<file path="config.mk">
export PLATFORM = sky130hd
export DESIGN_NAME = inst_queue
export DESIGN_NICKNAME = d
export VERILOG_FILES = /design/src/rtl/inst_queue.sv
export SDC_FILE = /design/constraint.sdc
export NUM_CORES = 1
export LEC_CHECK = 0
export BUFFER_PORTS_ARGS = -buffer_cell sky130_fd_sc_hd__buf_2
export CORE_ASPECT_RATIO = 1.75
export CORE_MARGIN = 2
export CORE_UTILIZATION = 60
export DETAILED_ROUTE_END_ITERATION = 6
export GPL_TIMING_DRIVEN = 1
export PLACE_DENSITY = 0.79
export SYNTH_ARGS = -nofsm -noshare
export SYNTH_HDL_FRONTEND = slang
export SYNTH_SLANG_ARGS = --single-unit
</file>
<file path="constraint.sdc">
create_clock -name clk -period 20 [get_ports clk]
set_input_delay 3 -clock clk [delete_from_list [all_inputs] [get_ports clk]]
set_output_delay 3 -clock clk [all_outputs]
set_load 0.005 [all_outputs]
</file>
<file path="src/rtl/inst_queue.sv">
// Fetch-to-decode packet FIFO: circular buffer with wrap-bit pointers,
// valid/ready handshakes on both sides and a synchronous flush.
module inst_queue #(
    parameter int DEPTH    = 8,
    parameter int ID_WIDTH = 2
) (
    input  logic                              clk,
    input  logic                              rst,
    input  logic                              in_valid,
    output logic                              in_ready,
    input  logic [31:0]                       in_pc,
    input  logic [ID_WIDTH-1:0]               in_inst_valid,
    input  logic [ID_WIDTH-1:0][31:0]         in_inst,
    input  logic [ID_WIDTH-1:0]               in_predict_taken,
    input  logic [ID_WIDTH-1:0][31:0]         in_predict_target,
    output logic                              out_valid,
    input  logic                              out_ready,
    output logic [31:0]                       out_pc,
    output logic [ID_WIDTH-1:0]               out_inst_valid,
    output logic [ID_WIDTH-1:0][31:0]         out_inst,
    output logic [ID_WIDTH-1:0]               out_predict_taken,
    output logic [ID_WIDTH-1:0][31:0]         out_predict_target,
    input  logic                              flush,
    output logic [$clog2(DEPTH):0]            count
);
    localparam int AW = $clog2(DEPTH);
    localparam int PW = AW + 1;

    typedef struct packed {
        logic [31:0]               pc;
        logic [ID_WIDTH-1:0]       inst_valid;
        logic [ID_WIDTH-1:0][31:0] inst;
        logic [ID_WIDTH-1:0]       taken;
        logic [ID_WIDTH-1:0][31:0] target;
    } entry_t;

    entry_t        mem_q [DEPTH];
    entry_t        head_e;
    logic [PW-1:0] head_q, head_d, tail_q, tail_d;
    logic          full, empty, push, pop;

    assign empty = (head_q == tail_q);
    assign full  = (head_q[AW-1:0] == tail_q[AW-1:0]) && (head_q[AW] != tail_q[AW]);

    assign in_ready  = !full;
    assign out_valid = !empty;
    assign count     = tail_q - head_q;

    // Flush overrides both sides; no bypass paths between in_* and out_*.
    assign push = in_valid && !full && !flush;
    assign pop  = out_ready && !empty && !flush;

    always_comb begin
        head_d = head_q;
        tail_d = tail_q;
        if (flush) begin
            head_d = '0;
            tail_d = '0;
        end else begin
            if (pop)  head_d = head_q + PW'(1);
            if (push) tail_d = tail_q + PW'(1);
        end
    end

    always_ff @(posedge clk or posedge rst) begin
        if (rst) begin
            head_q <= '0;
            tail_q <= '0;
        end else begin
            head_q <= head_d;
            tail_q <= tail_d;
        end
    end

    // Payload storage is intentionally unreset; only pointers carry state.
    always_ff @(posedge clk) begin
        if (push) begin
            mem_q[tail_q[AW-1:0]] <= '{pc: in_pc, inst_valid: in_inst_valid,
                                       inst: in_inst, taken: in_predict_taken,
                                       target: in_predict_target};
        end
    end

    assign head_e             = mem_q[head_q[AW-1:0]];
    assign out_pc             = head_e.pc;
    assign out_inst_valid     = head_e.inst_valid;
    assign out_inst           = head_e.inst;
    assign out_predict_taken  = head_e.taken;
    assign out_predict_target = head_e.target;

endmodule
</file>
# Yosys cells after proc, flatten, opt, wreduce, memory -nomap -nowiden
# Memories as Yosys holds them, arrays and structs flattened.
# Index checks and enable logic that the tools add are counted.
[totals]
mem_count = 1
wordCells = 25
ram_bits = 1312
in_bits = 169
output_inout_bits = 170
reg_bits = 8
[classes]
n_addsub = 3
eq_ne = 3
n_mux = 6
n_reduce_logical = 10
[memory_table]
columns = ["memory", "depth", "word_bits", "rd", "rd_ports_with_merged_regs", "write_ports", "line_no", "rtl"]
rows = [
  ["mem_q", 8, 164, 1, 0, 1, "37", "entry_t mem_q [DEPTH];"],
]
[op_table]
columns = ["cell", "count"]
rows = [
  ["$mux 4", 4],
  ["$add 4x1->4 const B", 2],
  ["$logic_and 1x1->1", 5],
  ["$eq 4x4->1", 1],
  ["$reduce_bool 2->1", 2],
  ["$sub 4x4->4", 1],
  ["$eq 3x3->1", 1],
  ["$logic_not 1->1", 3],
  ["$mux 1", 2],
  ["$ne 1x1->1", 1],
]

# Logic depth before layout (Yosys ltp)
[logic_depth]
word_depth = 7
mapped_depth = 9
depth_no_buf = 6

# Worst setup path after synthesis
# OpenSTA, ideal clock, no wires.
[synth_path]
path_kind = "input to register"
start = "input port flush"
end = "memory mem_q[4][0] in the netlist's numbering, enable pin"
t_arrival_ps = 14660
stages = 3
n_path_buf = 1
t_required_ps = 19112
setup_time_ps = 888
setup_slack_ps = 4452
cell_sequence = "clkbuf_1 or3b_4 nor3_1"
[synth_via]
elab_chain_cells = 4
[synth_lines]
columns = ["element", "line_no", "rtl"]
rows = [
  ["start: declaration", "23", "input logic flush,"],
  ["$logic_not 1->1", "50", "assign push = in_valid && !full && !flush;"],
  ["$logic_and 1x1->1", "50", ""],
  ["$mux 1", "77", "if (push) begin"],
  ["$mux 1 (implied by the code)", "78", "mem_q[tail_q[AW-1:0]] <= '{pc: in_pc, inst_valid: in_inst_valid,"],
  ["end: declaration", "37", ""],
]
# No other way between the ends.

==> out/metrics.csv <==
metric,value,unit
Worst R2R End,mem_q[1][53],
Final Util,67.9,%
"Seq/Total Area, Yosys",78.6,%
DRT antenna net count,0,
DRT iter0 DRCs,2222,
post-synthesis register bit count,1320,
CTS tree,done,
Pins Over Slew Limit,0,
share of power burned in the clock network,35.2,%
number of global-route vias before repair,24822,
first-pass GRT wire length,157000,um
nets,2871,
"Reg clk slew, reported paths",0.07,ns
sw power,0.00133,W
GP Congestion,0.756,
Worst slew margin,14.9,%
final hold violations,0,
total gr overflow,0,
first-pass detailed-route iteration total,5,
Yosys top cell area share,78.2,%
met3 Use GR,6.27,%
fraction of power consumed by sequential logic,52.7,%
die width,223,um
cts repair resizes,0,
Setup TNS,0,ns
core area,83200,um2
Main synth FF type,edfxtp_1,
P&R area growth vs syn,12.2,%
placed cells,3649,
via count,23856,
maxcap violations,0,
Critical Path Fanout Max,50,
Critical Path RT,17.00,ns
Synth area leader,edfxtp_1,
pwr dens,104,nW/um2
htree depth,3,
post-CTS setup buffers,0,
Mean Syn Cell Area,21.8,um2
final hold slack,0.646,ns
Reg2Reg Depth,8,
most common cell in the netlist,edfxtp_1,
Layout Cells excl Fill,3864,
# clock sinks,1320,
largest net degree at the start of global routing,79,
CP max-delay cell,dfrtp_4,
met2 GRT Util,41.8,%
leakage,18.8,nW
hold-critical path depth,2,
origin of the critical flop-to-flop path,head_q[0],
min-delay src,tail_q[3],
row count,140,
Syn Inst Count,2313,
buffers plus inverters on the worst setup path,3,
CP Depth,6,
Finish-stage setup viols,0,
slew at the pin with the worst max-slew slack,1.28,ns
RSZ-0062 raised after global routing,no,
worst reg2reg setup slack,14.22,ns
post-DP HPWL,57100,um
worst hold endpoint,tail_q[3],
min cycle time layout,7.45,ns
Top-Level Pins,339,
worst-path cell chain,buf_4 > buf_4 > mux4_1 > nand2_1 > nand2_1 > buf_2,
CTS root buf,clkbuf_16,
Hold Crit Class,flop to flop,
Routed WL per cell,27.5,um
switch share,22.5,%
CP max stage delay,0.91,ns
total CTS buffers,110,
clk_lat worst skew,0.70,ns
GR Util met1,32.6,%
busiest grt layer,met2,
CP startpoint kind,flop,
layout cells sized above 1,28.1,%
number of flops mapped to enable cells by yosys,1312,
Worst setup EP type,primary output,
DRC,0,
total track usage,25.1,%
Max Buffers Root-to-Sink,3,
Port-buffer cells,338,
vias per cell,6.17,
Achievable Freq,0.134,GHz
Area contributors post-synth,"edfxtp_1 (78%), mux4_2 (10%), mux4_1 (5.2%), nand2_1 (3.7%), buf_6 (0.69%)",
critical path arrival,4.45,ns
Post-synth ARST share,0.606,%
Top delay family on crit path,buffers and inverters,
Power Internal,0.00457,W
initial antenna violation count,32,
full die area,86400,um2
die height,387,um
Yosys warning count,0,
WS Path Type,flop to primary output,
Post-Syn Nets,2488,
Comb pwr share,12.1,%
peak supply drop,0.000110,V
hold buffers post-CTS,0,
outcome,"finished, final reports clean",
Yosys cell types,28,
Final period util,37.2,%
mapped cell area,50400,um2
final wirelength,106000,um
clock skew,0.0217,ns
Commonest cells post-synth,"edfxtp_1 (1312), nand2_1 (498), mux4_2 (228)",
Starting Density,60.5,%
final cells by class:
cell class	instances	area, um2
Inverter	8	35.0
Timing Repair Buffer	382	2020
Tap cell	1065	1330
Clock buffer	130	2850
Fill cell	5123	26700
Multi-Input combinational cell	874	10000
Antenna cell	12	30.0
Clock inverter	73	613
Sequential cell	1320	39600
worst max path at each step:
| stage | from | end | slack (ns) |
|---|---|---|---|
| after floorplan | flush | mem_q[4][0] | 4.45 |
| after global placement | head_q[0] | out_predict_target[61] | 13.24 |
| after detailed placement | head_q[0] | out_inst[14] | 13.19 |
| after CTS | head_q[0] | out_inst[14] | 12.39 |
| after global routing | head_q[0] | out_inst[14] | 12.19 |
| final | head_q[0] | out_predict_target[61] | 12.55 |
stage by stage:
stage          setup WS, ns  area (um2)  power (W)
2_1_floorplan          4.45       50400    0.00369
3_3_place_gp          13.24       53000    0.00387
3_5_place_dp          13.19       53000    0.00389
4_1_cts               12.39       56500    0.00595
5_1_grt               12.19       56500    0.00609
6_report              12.55       56500    0.00590
metal layers:
metal  vias to the layer above  routed length [um]
met5                         -                 224
met4                        38                2760
met3                       197                8760
met2                       982               54200
met1                     12465               40500
li1                      10174                   -
logic make-up (layout without fill, tap and decap cells):
logic type      Yosys count  count (layout)  share of synthesized area (%)
mux                     329             329                           15.4
compound gates            9               9                          0.112
fa+ha+maj                 6               6                          0.164
buf+inv                 119             593                           1.57
other cells               0              12                              0
xor+xnor                 10              10                          0.189
flops                  1320            1320                           78.6
simple gates            520             520                           3.92
cell usage in the layout, fill, tap and decap left out, types with 2 or more instances in the layout:
master,count
inv_6,2
xnor2_1,6
inv_1,7
bufinv_16,9
dfrtp_4,3
nand2_1,498
o211ai_1,2
xor2_1,3
nor2_4,6
a21oi_1,4
clkinv_4,5
buf_2,338
clkbuf_16,111
nand3_1,2
clkinv_2,19
edfxtp_1,1312
clkinvlp_4,13
ha_1,5
mux4_1,100
dfrtp_1,5
nor3_2,2
clkinv_1,26
nor2_1,7
clkbuf_1,19
mux4_2,228
buf_4,44
diode_2,12
nand4_1,2
power by group through the flow:
stage	Clock, W	Sequential (W)	Combinational (W)
after global placement	0	0.00317	0.000700
after floorplan	0	0.00316	0.000524
after detailed placement	0	0.00317	0.000716
final	0.00208	0.00311	0.000711
after CTS	0.00211	0.00311	0.000721
after global routing	0.00221	0.00311	0.000770
sequential cells by signal (all words and copies together) (netlist names):
signal,cells
mem_q,1312
head_q,4
tail_q,4
worst min-delay path, delay by kind of cell (launching register included):
family / cells / cell delay [ns]
xor+xnor: 1 / 0.14
flops: 1 / 0.43
simple gates: 1 / 0.04
Note: power is estimated with default switching activity, not from simulation.
